[config.mk]
export PLATFORM = sky130hd
export DESIGN_NAME = fp_mult_seq
export DESIGN_NICKNAME = d
export VERILOG_FILES = /design/src/rtl/fp_mult_pkg.sv /design/src/rtl/round_mult.sv /design/src/rtl/fp_mult_seq.sv
export SDC_FILE = /design/constraint.sdc
export NUM_CORES = 1
export LEC_CHECK = 0
export ABC_AREA = 1
export CORE_ASPECT_RATIO = 0.6
export CORE_MARGIN = 5
export CORE_UTILIZATION = 25
export CTS_CLUSTER_SIZE = 40
export DETAILED_ROUTE_END_ITERATION = 10
export SYNTH_ARGS = -nofsm -noshare
export SYNTH_HDL_FRONTEND = slang
export SYNTH_SLANG_ARGS = --single-unit
export TNS_END_PERCENT = 20
[constraint.sdc]
create_clock -name clk -period 7.6 [get_ports clk]
set_clock_uncertainty 0.15 [all_clocks]
set_input_delay 1.9 -clock clk [delete_from_list [all_inputs] [get_ports clk]]
set_output_delay 1.9 -clock clk [all_outputs]
set_load 0.005 [all_outputs]
[src/rtl/fp_mult_pkg.sv]
// Shared types and constants for the sequential binary32 multiplier.
package fp_mult_pkg;

  typedef enum logic [2:0] {
    S_IDLE = 3'd0,
    S_MULT = 3'd1,
    S_NORM = 3'd2,
    S_RND  = 3'd3,
    S_PACK = 3'd4
  } fpm_state_t;

  localparam int BIAS    = 127;
  localparam int EXP_MAX = 255;
  localparam int MANT_W  = 24;
  localparam int PROD_W  = 48;
  localparam int EXP_W   = 10;

  // An exponent field of zero means zero or denormal; both flush to zero.
  function automatic logic is_zero_exp(input logic [31:0] v);
    return (v[30:23] == 8'd0);
  endfunction

endpackage

[src/rtl/round_mult.sv]
// Rounding unit: adds one ulp to a 24-bit mantissa according to the
// selected mode, using guard/sticky/sign. Result is 25 bits so that a
// carry out of the mantissa is visible to the caller.
module round_mult #(
  parameter string round = "IEEE_near"
) (
  input  logic [23:0] i_mant,
  input  logic        i_guard,
  input  logic        i_sticky,
  input  logic        i_sign,
  output logic [24:0] o_result,
  output logic        o_inexact
);

  localparam int MODE_NEAR  = 0;
  localparam int MODE_ZERO  = 1;
  localparam int MODE_PINF  = 2;
  localparam int MODE_NINF  = 3;
  localparam int MODE_NUP   = 4;
  localparam int MODE_AWAY  = 5;

  localparam int MODE = (round == "IEEE_zero") ? MODE_ZERO :
                        (round == "IEEE_pinf") ? MODE_PINF :
                        (round == "IEEE_ninf") ? MODE_NINF :
                        (round == "near_up")   ? MODE_NUP  :
                        (round == "away_zero") ? MODE_AWAY : MODE_NEAR;

  // Decide whether to increment the mantissa by one ulp.
  function automatic logic round_up_f(input logic lsb, input logic g,
                                      input logic s, input logic sgn);
    logic up;
    case (MODE)
      MODE_ZERO: up = 1'b0;
      MODE_PINF: up = ~sgn & (g | s);
      MODE_NINF: up = sgn & (g | s);
      MODE_NUP:  up = g;
      MODE_AWAY: up = g | s;
      default:   up = g & (s | lsb);
    endcase
    return up;
  endfunction

  logic w_up;

  // Combinational rounding increment.
  always_comb begin
    w_up      = round_up_f(i_mant[0], i_guard, i_sticky, i_sign);
    o_result  = {1'b0, i_mant} + {24'd0, w_up};
    o_inexact = i_guard | i_sticky;
  end

endmodule

[src/rtl/fp_mult_seq.sv]
// Sequential binary32 multiplier: 24-cycle shift-add mantissa product,
// normalise, round through round_mult, pack with overflow/underflow flags.
module fp_mult_seq
  import fp_mult_pkg::*;
#(
  parameter string ROUND = "IEEE_near"
) (
  input  logic        clk,
  input  logic        rst_n,
  input  logic        start,
  input  logic [31:0] a,
  input  logic [31:0] b,
  output logic        busy,
  output logic        done,
  output logic [31:0] z,
  output logic        inexact,
  output logic        ovf,
  output logic        unf
);

  localparam logic signed [EXP_W-1:0] BIAS_S    = EXP_W'(BIAS);
  localparam logic signed [EXP_W-1:0] EXP_MAX_S = EXP_W'(EXP_MAX);
  localparam logic signed [EXP_W-1:0] EXP_ONE_S = EXP_W'(1);
  localparam logic signed [EXP_W-1:0] EXP_ZERO_S = '0;

  // Control state
  fpm_state_t         r_state;
  logic               r_busy;
  logic               r_done;
  logic [31:0]        r_z;
  logic               r_inexact;
  logic               r_ovf;
  logic               r_unf;
  logic [4:0]         r_cnt;

  // Datapath state
  logic                     r_sign;
  logic                     r_zero;
  logic signed [EXP_W-1:0]  r_exp;
  logic [MANT_W-1:0]        r_ma;
  logic [MANT_W-1:0]        r_mb;
  logic [PROD_W-1:0]        r_acc;
  logic [MANT_W-1:0]        r_mant;
  logic                     r_guard;
  logic                     r_sticky;
  logic                     r_rnd_inexact;

  logic signed [EXP_W-1:0]  w_ea;
  logic signed [EXP_W-1:0]  w_eb;
  logic signed [EXP_W-1:0]  w_exp_init;
  logic                     w_zero;
  logic [PROD_W-1:0]        w_addend;
  logic [24:0]              w_rnd_result;
  logic                     w_rnd_inexact;

  // Operand decode for the accepting edge.
  always_comb begin
    w_ea       = {2'b00, a[30:23]};
    w_eb       = {2'b00, b[30:23]};
    w_exp_init = w_ea + w_eb - BIAS_S;
    w_zero     = is_zero_exp(a) | is_zero_exp(b);
    w_addend   = {{(PROD_W-MANT_W){1'b0}}, r_mb} << r_cnt;
  end

  round_mult #(
    .round(ROUND)
  ) u_round (
    .i_mant    (r_mant),
    .i_guard   (r_guard),
    .i_sticky  (r_sticky),
    .i_sign    (r_sign),
    .o_result  (w_rnd_result),
    .o_inexact (w_rnd_inexact)
  );

  // Sequencer and result registers.
  always_ff @(posedge clk or negedge rst_n) begin
    if (!rst_n) begin
      r_state   <= S_IDLE;
      r_busy    <= 1'b0;
      r_done    <= 1'b0;
      r_z       <= '0;
      r_inexact <= 1'b0;
      r_ovf     <= 1'b0;
      r_unf     <= 1'b0;
      r_cnt     <= '0;
    end else begin
      case (r_state)
        S_IDLE: begin
          r_done <= 1'b0;
          if (start) begin
            r_busy  <= 1'b1;
            r_cnt   <= '0;
            // Zero operands skip the multiply and finish on the next edge.
            r_state <= w_zero ? S_PACK : S_MULT;
          end
        end
        S_MULT: begin
          r_cnt <= r_cnt + 5'd1;
          if (r_cnt == 5'd23) r_state <= S_NORM;
        end
        S_NORM: r_state <= S_RND;
        S_RND:  r_state <= S_PACK;
        S_PACK: begin
          r_busy  <= 1'b0;
          r_done  <= 1'b1;
          r_state <= S_IDLE;
          if (r_zero) begin
            r_z       <= {r_sign, 31'd0};
            r_inexact <= 1'b0;
            r_ovf     <= 1'b0;
            r_unf     <= 1'b0;
          end else if (r_exp >= EXP_MAX_S) begin
            r_z       <= {r_sign, 8'hFF, 23'd0};
            r_inexact <= r_rnd_inexact;
            r_ovf     <= 1'b1;
            r_unf     <= 1'b0;
          end else if (r_exp <= EXP_ZERO_S) begin
            r_z       <= {r_sign, 31'd0};
            r_inexact <= r_rnd_inexact;
            r_ovf     <= 1'b0;
            r_unf     <= 1'b1;
          end else begin
            r_z       <= {r_sign, r_exp[7:0], r_mant[22:0]};
            r_inexact <= r_rnd_inexact;
            r_ovf     <= 1'b0;
            r_unf     <= 1'b0;
          end
        end
        default: r_state <= S_IDLE;
      endcase
    end
  end

  // Mantissa/exponent datapath; loaded and stepped under the sequencer state.
  always_ff @(posedge clk) begin
    case (r_state)
      S_IDLE: begin
        if (start) begin
          r_sign <= a[31] ^ b[31];
          r_zero <= w_zero;
          r_exp  <= w_exp_init;
          r_ma   <= {1'b1, a[22:0]};
          r_mb   <= {1'b1, b[22:0]};
          r_acc  <= '0;
        end
      end
      S_MULT: begin
        // Multiplier shifts right so bit 0 is always multiplier bit[cnt].
        if (r_ma[0]) r_acc <= r_acc + w_addend;
        r_ma <= r_ma >> 1;
      end
      S_NORM: begin
        if (r_acc[47]) begin
          r_mant   <= r_acc[47:24];
          r_guard  <= r_acc[23];
          r_sticky <= |r_acc[22:0];
          r_exp    <= r_exp + EXP_ONE_S;
        end else begin
          r_mant   <= r_acc[46:23];
          r_guard  <= r_acc[22];
          r_sticky <= |r_acc[21:0];
        end
      end
      S_RND: begin
        r_rnd_inexact <= w_rnd_inexact;
        // A rounding carry out of the mantissa renormalises by one.
        if (w_rnd_result[24]) begin
          r_mant <= w_rnd_result[24:1];
          r_exp  <= r_exp + EXP_ONE_S;
        end else begin
          r_mant <= w_rnd_result[23:0];
        end
      end
      default: ;
    endcase
  end

  assign busy    = r_busy;
  assign done    = r_done;
  assign z       = r_z;
  assign inexact = r_inexact;
  assign ovf     = r_ovf;
  assign unf     = r_unf;

endmodule

### Yosys cells after proc, flatten, opt, wreduce, memory -nomap -nowiden

Cells that the tools add are included.
W data, S select, Z words.

| storage, ports and cells | value |
|---|---|
| register bits | 179 |
| word-level logic and storage cells | 89 |
| output and inout port bits | 37 |
| bits of input ports | 67 |

| operators by class | value |
|---|---|
| order comparisons | 2 |
| bitwise operators | 5 |
| shift-type cells | 1 |
| equality and inequality tests | 10 |
| add/sub/neg operators | 6 |
| multiplexer cells | 32 |
| reductions and logical operators | 15 |

Operators by type and width:

| cell | number |
|---|---|
| $mux W48 | 2 |
| $pmux W24 S2 | 2 |
| $pmux W48 S2 | 1 |
| $mux W31 | 3 |
| $mux W24 | 3 |
| $add A48 B48 Y48 | 1 |
| $shl A24 B5 Y48 | 1 |
| $mux W10 | 3 |
| $pmux W10 S3 | 1 |
| $add A24 B1 Y25 | 1 |
| $reduce_or A23 Y1 | 1 |
| $reduce_or A22 Y1 | 1 |
| $logic_not A8 Y1 | 2 |
| $pmux W3 S4 | 1 |
| $add A10 B2 Y10 const B | 1 |
| $ge A10 B9 Y1 const B | 1 |
| $le A10 B1 Y1 const B | 1 |
| $pmux W5 S2 | 1 |
| $sub A9 B7 Y10 const B | 1 |
| $add A8 B8 Y9 | 1 |
| $mux W1 | 9 |
| $mux W3 | 3 |
| $ne A2 B2 Y1 const B | 4 |
| $reduce_and A2 Y1 | 4 |
| 16 further kinds | 22 |

### Logic depth before layout (Yosys ltp)

Gate-level depths: netlist (run 1).

| logic depth | value |
|---|---|
| depth after elaboration | 5 |
| gate-level depth with buffers | 26 |
| mapped depth without buffers | 24 |

### Modules after synthesis

From an unflattened synthesis (run 1), not the netlist that was laid out.

| unflattened totals | value |
|---|---|
| cells, all modules | 2066 |
| area total of the unflattened synthesis | 14086.0 µm² |

By module, submodules not included:

| module | area each (µm²) | times used | cells each |
|---|---|---|---|
| fp_mult_seq | 13400.4 | 1 | 1941 |
| round_mult | 685.7 | 1 | 125 |

### Worst setup path before layout (run 1)

Ideal clock, no wire load.

| timing path | value |
|---|---|
| kind | input -> register |
| from | input start |
| to | register r_acc[0], enable pin |
| slack | 2715 ps |
| library setup time | 407 ps |
| stages on the path | 4 |
| arrival | 4328 ps |
| path through | inv_1 -> nor2_1 -> inv_1 -> nand2_1 |

| on the way | value |
|---|---|
| longest elaborated chain between the ends | 2 |

RTL lines:

| item | line | RTL |
|---|---|---|
| start: declaration | fp_mult_seq.sv:10 | `input logic start,` |
| $ne A2 B2 Y1 (no line) | - |  |
| $reduce_and A3 Y1 (no line) | - |  |
| end signal: assignment | fp_mult_seq.sv:150 | `if (r_ma[0]) r_acc <= r_acc + w_addend;` |
| end: declaration | fp_mult_seq.sv:42 | `logic [PROD_W-1:0] r_acc;` |

Every way passes these cells.
A chain may end at the register's enable or synchronous reset.

### Worst setup path in the final report (run 1)

| timing path | value |
|---|---|
| from | register r_cnt[0] |
| to | register r_acc[35], data pin |

| on the way | value |
|---|---|
| longest elaborated chain between the ends | 4 |

RTL lines:

| item | line | RTL |
|---|---|---|
| start: declaration | fp_mult_seq.sv:34 | `logic [4:0] r_cnt;` |
| start signal: assignment | fp_mult_seq.sv:99 | `r_cnt <= r_cnt + 5'd1;` |
| $shl A24 B5 Y48 | fp_mult_seq.sv:62 | `w_addend = {{(PROD_W-MANT_W){1'b0}}, r_mb} << r_cnt;` |
| $add A48 B48 Y48 | fp_mult_seq.sv:150 |  |
| $mux W48 | fp_mult_seq.sv:150 |  |
| $pmux W48 S2 | fp_mult_seq.sv:137 | `case (r_state)` |

Every way passes these cells. The select of a mux whose other input is x is not followed.

==> run_summary.xml, run 1 <==
<?xml version="1.0" encoding="UTF-8"?>
<metrics>
  <group name="worst_setup_path">
    <metric name="crit_chain" unit="">inv_2 &gt; nand2_1 &gt; nand2_1 &gt; nand2_1 &gt; o21ai_0 &gt; o21ai_0 &gt; nand2_1 &gt; nand2_1 &gt; nor2_1 &gt; ha_1 &gt; nand2_1 &gt; nor2_1 &gt; inv_1 &gt; nor2_1 &gt; nand4_1 &gt; nand3b_1 &gt; nand2_1 &gt; a21oi_1 &gt; nor2_1</metric>
    <metric name="worstRegToRegCells" unit="">19</metric>
    <metric name="crit-reg2reg-capture" unit="">r_acc[35]</metric>
    <metric name="critPathCaptureType" unit="">flip-flop</metric>
    <metric name="critical_path.reg2reg.startpoint" unit="">r_cnt[0]</metric>
    <metric name="critPathKind" unit="">flip-flop to flip-flop</metric>
    <metric name="crit_path_top_delay_cell" unit="">sky130_fd_sc_hd__dfrtp_1</metric>
    <metric name="critical_path.startpoint" unit="">r_cnt[0]</metric>
    <metric name="critical_path.startpoint_type" unit="">flip-flop</metric>
    <metric name="critPathMaxFanout" unit="">28</metric>
    <metric name="critPathMaxStageDelay" unit="ns">0.88</metric>
    <metric name="worstPathArrival" unit="ns">4.94</metric>
    <metric name="crit_end" unit="">r_acc[35]</metric>
    <metric name="reg2reg_slack" unit="ns">2.74</metric>
    <metric name="crit_top_cell" unit="">sky130_fd_sc_hd__nand2_1</metric>
    <metric name="worst-endpoint-required" unit="ns">7.68</metric>
  </group>
  <group name="global_routing">
    <metric name="overflow_left_after_global_routing" unit="">0</metric>
    <metric name="busiest_layer" unit="">met1</metric>
    <metric name="grt_pass1_wl" unit="mm">68.9</metric>
    <metric name="grt_max_degree" unit="">49</metric>
    <metric name="groute.usage.overall" unit="">0.146</metric>
    <metric name="global_route.usage.met2" unit="">0.179</metric>
    <metric name="grt_pass1_vias" unit="">11992</metric>
    <metric name="grt_antenna_before_repair" unit="">2</metric>
    <metric name="fraction_of_met1_tracks_used_by_global_routing" unit="">0.239</metric>
    <metric name="gr-usage-met3" unit="">0.0546</metric>
  </group>
  <group name="floorplan">
    <metric name="core_area" unit="um2">54500</metric>
    <metric name="die_area" unit="um2">60300</metric>
    <metric name="die-height" unit="um">192</metric>
    <metric name="floorplan.initialDensity" unit="">0.254</metric>
    <metric name="die_w" unit="um">314</metric>
    <metric name="row_count" unit="">66</metric>
    <metric name="pin_count" unit="">104</metric>
  </group>
  <group name="timing">
    <metric name="timing_max_transition_violations_final" unit="">0</metric>
    <metric name="period_share" unit="">0.639</metric>
    <metric name="period_needed" unit="ns">4.86</metric>
    <metric name="finalHoldViolCount" unit="">0</metric>
    <metric name="totalNegativeSetupSlack" unit="ns">0</metric>
    <metric name="setup_repair_after_global_routing_missed_its_margin" unit="">no</metric>
    <metric name="worst_slack" unit="ns">2.74</metric>
    <metric name="timing.final.setup_violations" unit="">0</metric>
    <metric name="fmaxAchievable" unit="GHz">0.206</metric>
    <metric name="least_margin_pin_slew" unit="ns">1.07</metric>
    <metric name="worst_slew_margin_rel" unit="">0.284</metric>
  </group>
  <group name="clocking">
    <metric name="postCtsResizedCells" unit="">0</metric>
    <metric name="htree_num_levels" unit="">4</metric>
    <metric name="worstSkewPairLatency" unit="ns">0.47</metric>
    <metric name="cts_inserted_buffers" unit="">17</metric>
    <metric name="clkSlewWorstSetupHoldPaths" unit="ns">0.08</metric>
    <metric name="clock_tree_from_tritoncts" unit="">built</metric>
    <metric name="cts-hold-fix-buffers" unit="">0</metric>
    <metric name="cts.sinks" unit="">179</metric>
    <metric name="cts-root-buf" unit="">sky130_fd_sc_hd__clkbuf_16</metric>
    <metric name="clock_tree.buffer_depth" unit="">2</metric>
    <metric name="cts_setup_buffers" unit="">0</metric>
  </group>
  <group name="synth">
    <metric name="average_footprint_of_a_synthesized_cell" unit="um2">6.70</metric>
    <metric name="mappedNetlistNets" unit="">2202</metric>
    <metric name="yosys_warnings" unit="">0</metric>
    <metric name="synthesis.area" unit="um2">13800</metric>
    <metric name="postSynthRegisterBits" unit="">179</metric>
    <metric name="yosysSeqAreaShare" unit="">0.372</metric>
    <metric name="syn_inst" unit="">2065</metric>
    <metric name="synth_cell_type_count" unit="">46</metric>
  </group>
  <group name="routing">
    <metric name="route.vias.total" unit="">13427</metric>
    <metric name="first_iter_violations" unit="">1549</metric>
    <metric name="post_route_antenna_net_violation_count" unit="">0</metric>
    <metric name="totalWireLength" unit="mm">45.1</metric>
    <metric name="dr.pass1.iters" unit="">5</metric>
    <metric name="route.detailed.drc" unit="">0</metric>
    <metric name="drt-vias-per-instance" unit="">4.69</metric>
    <metric name="wire_per_inst" unit="um">15.7</metric>
  </group>
  <group name="final_layout">
    <metric name="layout-drive-gt1-share" unit="">0.0437</metric>
    <metric name="layout-area-overhead-vs-synth" unit="%">17.0</metric>
    <metric name="finalNonFillerCells" unit="">2865</metric>
    <metric name="post_layout_net_count" unit="">2275</metric>
    <metric name="antenna-diode-count" unit="">0</metric>
  </group>
  <group name="place">
    <metric name="final_gp_congestion" unit="">0.973</metric>
    <metric name="pre_cts_worst_setup_slack" unit="ns">3.02</metric>
    <metric name="buffer_ports.inserted" unit="">103</metric>
    <metric name="dp_cells" unit="">2833</metric>
    <metric name="detailed_place_hpwl" unit="mm">35.1</metric>
  </group>
  <group name="hold_path">
    <metric name="min-delay-path-class" unit="">flip-flop to flip-flop</metric>
  </group>
  <group name="job">
    <metric name="max_cap_violations" unit="">0</metric>
  </group>
  <group name="run_status">
    <metric name="run_status" unit="">completed</metric>
  </group>
</metrics>
==> synth_stat cells, drive strengths merged <==
| cell | instances | area [um2] |
|---|---|---|
| or2 | 30 | 188 |
| nand2 | 791 | 2980 |
| mux2 | 1 | 11.3 |
| edfxtp | 134 | 4020 |
| xor2 | 20 | 175 |
| a211oi | 1 | 12.5 |
| clkbuf | 41 | 154 |
| a31oi | 2 | 12.5 |
| nand4 | 18 | 113 |
| a22o | 3 | 26.3 |
| buf | 18 | 92.6 |
| nand3 | 139 | 696 |
| o21a | 1 | 7.51 |
| o211ai | 14 | 105 |
| o21ai | 118 | 591 |
| o22ai | 2 | 12.5 |
| nor3 | 22 | 138 |
| a21boi | 1 | 7.51 |
| o21bai | 3 | 22.5 |
| dfrtp | 45 | 1130 |
| ha | 68 | 851 |
| clkinv | 1 | 5.00 |
| a21o | 3 | 22.5 |
| a21oi | 75 | 375 |
| xnor2 | 3 | 26.3 |
| nor2 | 188 | 723 |
| inv | 289 | 1080 |
| fa | 2 | 40.0 |
| nand3b | 6 | 45.0 |
| o31ai | 10 | 75.1 |
| nor4 | 11 | 68.8 |
| mux2i | 1 | 10.0 |
| and2 | 4 | 25.0 |
==> sequential cells by signal (all words and copies together), names as in the netlist <==
signal / cells
z: 32
r_sign: 1
busy: 1
ovf: 1
r_mb: 23
r_state: 3
r_zero: 1
done: 1
r_rnd_inexact: 1
r_exp: 10
inexact: 1
r_mant: 24
r_ma: 24
r_acc: 48
unf: 1
r_guard: 1
r_cnt: 5
r_sticky: 1
==> area by class of cell <==
class	instances	area (um2)
timing repair buffer	113	1100
clock buffer	19	453
sequential	179	5150
tap	714	893
multi-input combinational	1537	7370
inverter	290	1090
clock inverter	13	140
fill	5995	38300
==> layer usage <==
layer	vias up	wire (um)
li1	6750	-
met5	-	20
met4	2	205
met2	554	15600
met3	23	5270
met1	6098	24000
==> metrics by stage <==
step	instance area (um2)	hold WS [ns]	util
global placement	15600	0.301	0.286
finish	16200	0.326	0.297
CTS	16200	0.323	0.297
detailed placement	15600	0.308	0.286
global route	16200	0.356	0.297
floorplan	13800	0.287	-
==> critical path: cells and delay by family (launching register included) <==
family / cells / cell delay (ns)
flip-flops: 1 / 0.88
AO/OA/AOI/OAI: 3 / 0.86
adder cells (fa/ha/maj): 1 / 0.44
AND/OR/NAND/NOR: 13 / 1.85
buffers and inverters: 2 / 0.43
==> cell usage in the layout (no fill, tap or decap), drive strengths merged, types with 4 or more instances in the layout <==
cell type        n
nor3            22
or2             30
a21oi           75
nor2           188
o211ai          14
o21ai          118
nand4           18
clkdlybuf4s50  102
clkbuf          19
o31ai           10
edfxtp         134
and2             4
ha              68
nand2          791
xor2            20
clkinv           9
nand3          139
nor4            11
dfrtp           45
inv            293
nand3b           6
buf             11
==> cell families after synthesis <==
kind of cell,share of synthesized area
AO/OA/AOI/OAI,0.0917
AND/OR/NAND/NOR,0.359
XOR/XNOR,0.0146
buffers and inverters,0.0965
adder cells (fa/ha/maj),0.0643
multiplexers,0.00154
flip-flops,0.372
==> worst min-delay path by stage <==
stage | endpoint | slack, ns | cells after the start | start
floorplan | unf | 0.29 | 1 | r_zero
detailed placement | inexact | 0.31 | 1 | r_rnd_inexact
CTS | inexact | 0.32 | 1 | r_rnd_inexact
global route | inexact | 0.36 | 1 | r_rnd_inexact
finish | inexact | 0.33 | 1 | r_rnd_inexact
global placement | inexact | 0.30 | 1 | r_rnd_inexact
Power of run 1 is left out: the tool's default activity adds up to more than one toggle a clock period on the data nets, which glitch-free logic cannot reach.
==> inputs of run 2 (changes only) <==
==> constraint.sdc (replaced) <==
create_clock -name clk -period 3.99 [get_ports clk]
set_clock_uncertainty 0.15 [all_clocks]
set_input_delay 0.9975 -clock clk [delete_from_list [all_inputs] [get_ports clk]]
set_output_delay 0.9975 -clock clk [all_outputs]
set_load 0.005 [all_outputs]
==> run 2 against run 1 <==
  * Maximum frequency rose by 27%
  * Die area is the same
  * Flip-flop and latch count unchanged
  * Via count is 2.0% higher
  * Critical path depth grew 2
==> run_summary.xml, run 2 (same netlist as run 1, synthesis figures left out) <==
<?xml version="1.0" encoding="UTF-8"?>
<metrics>
  <group name="clocking">
    <metric name="cts_setup_buffers" unit="">0</metric>
    <metric name="worstSkewPairLatency" unit="ns">0.47</metric>
    <metric name="clock_tree.buffer_depth" unit="">2</metric>
    <metric name="clock_tree_from_tritoncts" unit="">built</metric>
    <metric name="htree_num_levels" unit="">4</metric>
    <metric name="cts_inserted_buffers" unit="">17</metric>
    <metric name="cts.sinks" unit="">179</metric>
    <metric name="cts-root-buf" unit="">sky130_fd_sc_hd__clkbuf_16</metric>
    <metric name="clkSlewWorstSetupHoldPaths" unit="ns">0.08</metric>
  </group>
  <group name="floorplan">
    <metric name="die_area" unit="um2">60300</metric>
    <metric name="core_area" unit="um2">54500</metric>
    <metric name="row_count" unit="">66</metric>
    <metric name="die_w" unit="um">314</metric>
    <metric name="pin_count" unit="">104</metric>
    <metric name="die-height" unit="um">192</metric>
    <metric name="floorplan.initialDensity" unit="">0.254</metric>
  </group>
  <group name="final_layout">
    <metric name="most-common-layout-cells" unit="">sky130_fd_sc_hd__nand2_1 (785), sky130_fd_sc_hd__inv_1 (282), sky130_fd_sc_hd__nor2_1 (159), sky130_fd_sc_hd__nand3_1 (137), sky130_fd_sc_hd__edfxtp_1 (134)</metric>
    <metric name="design_area" unit="um2">16800</metric>
    <metric name="layout_commonest_cell" unit="">sky130_fd_sc_hd__nand2_1</metric>
    <metric name="post_layout_net_count" unit="">2340</metric>
    <metric name="largest_register_ffs" unit="">48</metric>
    <metric name="layout-area-overhead-vs-synth" unit="%">21.7</metric>
    <metric name="largest-register" unit="">r_acc</metric>
    <metric name="antenna-diode-count" unit="">0</metric>
    <metric name="layout-drive-gt1-share" unit="">0.0889</metric>
    <metric name="nFillCells" unit="">5954</metric>
  </group>
  <group name="worst_setup_path">
    <metric name="critPathMaxFanout" unit="">6</metric>
    <metric name="critPathCaptureType" unit="">flip-flop</metric>
    <metric name="critical_path.startpoint_type" unit="">flip-flop</metric>
    <metric name="worst-endpoint-required" unit="ns">4.07</metric>
    <metric name="critPathKind" unit="">flip-flop to flip-flop</metric>
    <metric name="worstPathArrival" unit="ns">3.90</metric>
  </group>
  <group name="global_routing">
    <metric name="grt_max_degree" unit="">55</metric>
    <metric name="gr-usage-met3" unit="">0.0559</metric>
    <metric name="fraction_of_met1_tracks_used_by_global_routing" unit="">0.260</metric>
    <metric name="grt_antenna_before_repair" unit="">0</metric>
    <metric name="busiest_layer" unit="">met1</metric>
    <metric name="grt_pass1_vias" unit="">12408</metric>
    <metric name="grt_pass1_wl" unit="mm">73.3</metric>
    <metric name="overflow_left_after_global_routing" unit="">0</metric>
    <metric name="global_route.usage.met2" unit="">0.190</metric>
    <metric name="groute.usage.overall" unit="">0.157</metric>
  </group>
  <group name="timing">
    <metric name="period_share" unit="">0.957</metric>
    <metric name="timing.final.setup_violations" unit="">0</metric>
    <metric name="least_margin_pin_slew" unit="ns">1.08</metric>
    <metric name="worst_slew_margin_rel" unit="">0.282</metric>
    <metric name="finalHoldViolCount" unit="">0</metric>
    <metric name="timing_max_transition_violations_final" unit="">0</metric>
    <metric name="setup_repair_after_global_routing_missed_its_margin" unit="">yes</metric>
    <metric name="final.hold.worst_slack" unit="ns">0.320</metric>
    <metric name="period_needed" unit="ns">3.82</metric>
    <metric name="fmaxAchievable" unit="GHz">0.262</metric>
  </group>
  <group name="run_status">
    <metric name="run_status" unit="">completed</metric>
  </group>
  <group name="routing">
    <metric name="route.vias.total" unit="">13691</metric>
    <metric name="drt-vias-per-instance" unit="">4.67</metric>
    <metric name="totalWireLength" unit="mm">47.7</metric>
    <metric name="dr.pass1.iters" unit="">7</metric>
    <metric name="first_iter_violations" unit="">1714</metric>
    <metric name="route.detailed.drc" unit="">0</metric>
    <metric name="wire_per_inst" unit="um">16.3</metric>
    <metric name="post_route_antenna_net_violation_count" unit="">0</metric>
  </group>
  <group name="place">
    <metric name="final_gp_congestion" unit="">0.998</metric>
    <metric name="total_cell_area_at_the_placement_stage" unit="um2">16100</metric>
    <metric name="detailed_place_hpwl" unit="mm">37.7</metric>
    <metric name="buffer_ports.inserted" unit="">103</metric>
  </group>
  <group name="job">
    <metric name="max_cap_violations" unit="">0</metric>
  </group>
  <group name="hold_path">
    <metric name="min-delay-path-class" unit="">flip-flop to flip-flop</metric>
  </group>
</metrics>
[run 2: cell types whose count changed in the layout (fill, tap and decap cells not counted), moves of 4 or more]
cell	change
sky130_fd_sc_hd__o21ai_0	-7
sky130_fd_sc_hd__ha_1	-5
sky130_fd_sc_hd__buf_4	+61
sky130_fd_sc_hd__clkinv_4	-5
sky130_fd_sc_hd__buf_12	+4
sky130_fd_sc_hd__o21ai_1	+5
sky130_fd_sc_hd__nor2_1	-22
sky130_fd_sc_hd__nor2_2	+22
[run 2: metrics by stage]
stage / setup slack (ns) / std cells / utilization / setup TNS (ns)
finish: 0.172 / 2930 / 0.309 / 0
global route: -0.00639 / 2930 / 0.309 / -0.00946
CTS: 0.101 / 2930 / 0.306 / 0
detailed placement: 0.111 / 2898 / 0.296 / 0
global placement: 0.172 / 2898 / 0.296 / 0
floorplan: 0.00771 / 2065 / - / 0
[run 2: worst max-delay path, stage by stage, from the launching register on]
cell and delay [ns]:
sky130_fd_sc_hd__dfrtp_2 0.44, sky130_fd_sc_hd__inv_2 0.13, sky130_fd_sc_hd__nand2_1 0.07, sky130_fd_sc_hd__nand2_1 0.08, sky130_fd_sc_hd__o21ai_0 0.16, sky130_fd_sc_hd__or2_2 0.31
sky130_fd_sc_hd__o21ai_1 0.14, sky130_fd_sc_hd__or2_2 0.16, sky130_fd_sc_hd__nand2_1 0.05, sky130_fd_sc_hd__nor2_1 0.29, sky130_fd_sc_hd__ha_1 0.33, sky130_fd_sc_hd__buf_4 0.17
sky130_fd_sc_hd__nand2_1 0.05, sky130_fd_sc_hd__nand2_1 0.07, sky130_fd_sc_hd__nand2_1 0.06, sky130_fd_sc_hd__nand2_1 0.08, sky130_fd_sc_hd__a21oi_1 0.17, sky130_fd_sc_hd__nand2_1 0.18
sky130_fd_sc_hd__a21oi_1 0.29, sky130_fd_sc_hd__nand2_1 0.08, sky130_fd_sc_hd__nand2_1 0.06, sky130_fd_sc_hd__nor2_1 0.04
[run 2: layer usage]
metal	vias up	share of wire
met5	-	0
met4	0	0.0062
met3	31	0.12
met2	566	0.34
met1	6214	0.53
li1	6880	-
[run 2: repair_timing]
item,in CTS,in global routing
gates resized for setup,0,46
hold buffers,0,0
setup endpoints to repair,0,32
[run 2: cell type report]
cell class              instances  area, um2  share of cell area
clock inverters                13        115             0.00683
multi-input cells            1537       7510               0.446
inverters                     290       1090              0.0647
well taps                     714        893              0.0530
clock buffers                  19        443              0.0263
repair buffers                178       1640              0.0973
flip-flops and latches        179       5150               0.306
[run 2: path summary, 6_finish.rpt]
path / cells after the start / from / slack [ns] / to
setup / recovery: 21 / r_cnt[0] / 0.17 / r_acc[31]
hold reg to reg: 1 / r_zero / 0.32 / unf
max in group asynchronous: 1 / rst_n / 2.38 / r_cnt[0]
min in group asynchronous: 1 / rst_n / 0.57 / z[31]
hold / removal: 1 / r_zero / 0.32 / unf
setup reg to reg: 21 / r_cnt[0] / 0.17 / r_acc[31]
Power of run 2 is left out for the same reason.
==> RTL change (settings of run 1) <==
Put one more register stage on the output `ovf`. The value now appears one clock later. The other outputs are not delayed to match.
--- a/src/rtl/fp_mult_seq.sv
+++ b/src/rtl/fp_mult_seq.sv
@@ -180,7 +180,9 @@
   assign done    = r_done;
   assign z       = r_z;
   assign inexact = r_inexact;
-  assign ovf     = r_ovf;
+  always_ff @(posedge clk) begin
+    ovf <= r_ovf;
+  end
   assign unf     = r_unf;
 
 endmodule
Check against the original RTL: same outputs for any inputs over 10 cycles, from zero or initial values and one cycle with rst_n low; that may be too few to reach the edited logic, so the function may still have changed.
==> RTL change against run 1 <==
- synthesized cell count hardly changed
- count of clock-buffer cells in the layout is 1 lower
- worst setup slack better by 0.039 ns
- largest cell class unchanged
- synthesized area is 0.14% higher
- cell count hardly changed
- sequential cell count is 1 higher
- highest routed layer is now met4
- routed wire length is 1.3% lower
- design area hardly changed
- maximum frequency is 0.80% higher
Power is left out: the tool's default activity adds up to more than one toggle a clock period on the data nets, which glitch-free logic cannot reach.
==> RTL change: results <==
metrics = {
    "logic_synthesis": {
        "synth_adder_area_share_pct": 6.43,
        "async_flop_share_pct": 25.0,
        "yosys_warnings": 0,
        "synth.distinct_cells": 47,
        "synthFlopType": "edfxtp_1",
        "synth_compound_area_share_pct": 9.16,
        "synth_area_leaders": "edfxtp_1 (29%), nand2_1 (21%), dfrtp_1 (8.1%), inv_1 (7.6%), ha_1 (6.1%)",
        "synthMuxAreaShare_pct": 0.153,
        "syn-num-nets": 2203,
        "synth-xor-area-share_pct": 1.45,
        "yosysSeqAreaShare_pct": 37.3,
    },
    "hold_path": {
        "hold_path_startpoint": "r_ovf",
        "hold_path_depth": 0,
        "hold_end": "ovf",
    },
    "sta": {
        "slew_headroom_pct": 35.9,
        "min_period_ns": 4.82,
    },
    "cts": {
        "cts-root-buf": "clkbuf_16",
        "clk_latency_ns": 0.47,
        "post_cts_buffers": 0,
    },
    "worst_setup_path": {
        "max_stage_delay_ns": 0.94,
        "cp_slowest_cell": "dfrtp_1",
        "cp_max_fo": 35,
        "cp.arrival_ns": 4.90,
        "r2r-end": "r_acc[26]",
        "r2r-start": "r_cnt[2]",
        "r2r_cells": 17,
        "rrSetupSlack_ns": 2.78,
    },
    "grt": {
        "grt_pass1_wl_um": 68500,
        "grt_usage_pct": 14.5,
        "grt_start_max_net_pins": 76,
        "grt_use_met2_pct": 17.7,
        "grt_pass1_vias": 11900,
        "antenna_found_initial": 0,
        "met3_usage_pct": 5.15,
        "gr-usage-met1_pct": 23.8,
    },
    "route": {
        "drt_iter0_drc": 1642,
        "drt_pass1_iterations": 6,
        "routed_wl_um": 44500,
    },
    "run_status": {
        "status": "completed",
    },
    "place": {
        "place.gp.congestion": 0.966,
        "post-dp-hpwl_um": 34700,
        "place_ws_ns": 2.96,
    },
    "cells_and_area": {
        "nNetsFinal": 2276,
        "drive_gt1_share_pct": 4.37,
        "n_fill_cell": 5959,
    },
}
==> RTL change: cell count changes after synthesis <==
cell / delta
dfxtp_1: +1
==> RTL change: final cells by class <==
| cell class | instances | area share [%] |
|---|---|---|
| Multi-Input combinational cell | 1537 | 45.5 |
| Inverter | 290 | 6.73 |
| Timing Repair Buffer | 113 | 6.79 |
| Tap cell | 714 | 5.51 |
| Clock inverter | 14 | 0.865 |
| Clock buffer | 18 | 2.71 |
| Sequential cell | 180 | 31.9 |
==> RTL change: routing by layer <==
metal / routed length [um] / part of all wire, %
met4: 388 / 0.87
met2: 15500 / 35
met3: 5280 / 12
met5: 0 / 0
met1: 23300 / 52
==> RTL change: logic make-up after synthesis <==
| family | after synthesis |
|---|---|
| AOI/OAI and AO/OA | 233 |
| adders and majority gates | 70 |
| DFF | 180 |
| and+or+nand+nor | 1209 |
| muxes | 2 |
| buffers and inverters | 349 |
| xor gates and xnor gates | 23 |
==> RTL change: how the worst max path moves through the flow <==
stage | startpoint | to
floorplan | start | r_acc[0]
detailed placement | r_cnt[0] | r_acc[40]
global route | r_cnt[0] | r_acc[26]
finish | r_cnt[2] | r_acc[26]
CTS | r_cnt[0] | r_acc[40]
global placement | r_cnt[0] | r_acc[35]
==> RTL change: metrics by stage <==
stage / utilization [%] / hold WS, ns / cell area [sq um] / cells
floorplan: - / 0.197 / 13900 / 2066
global placement: 28.7 / 0.214 / 15600 / 2834
detailed placement: 28.7 / 0.207 / 15600 / 2834
CTS: 29.7 / 0.224 / 16200 / 2866
global route: 29.7 / 0.233 / 16200 / 2866
finish: 29.7 / 0.219 / 16200 / 2866
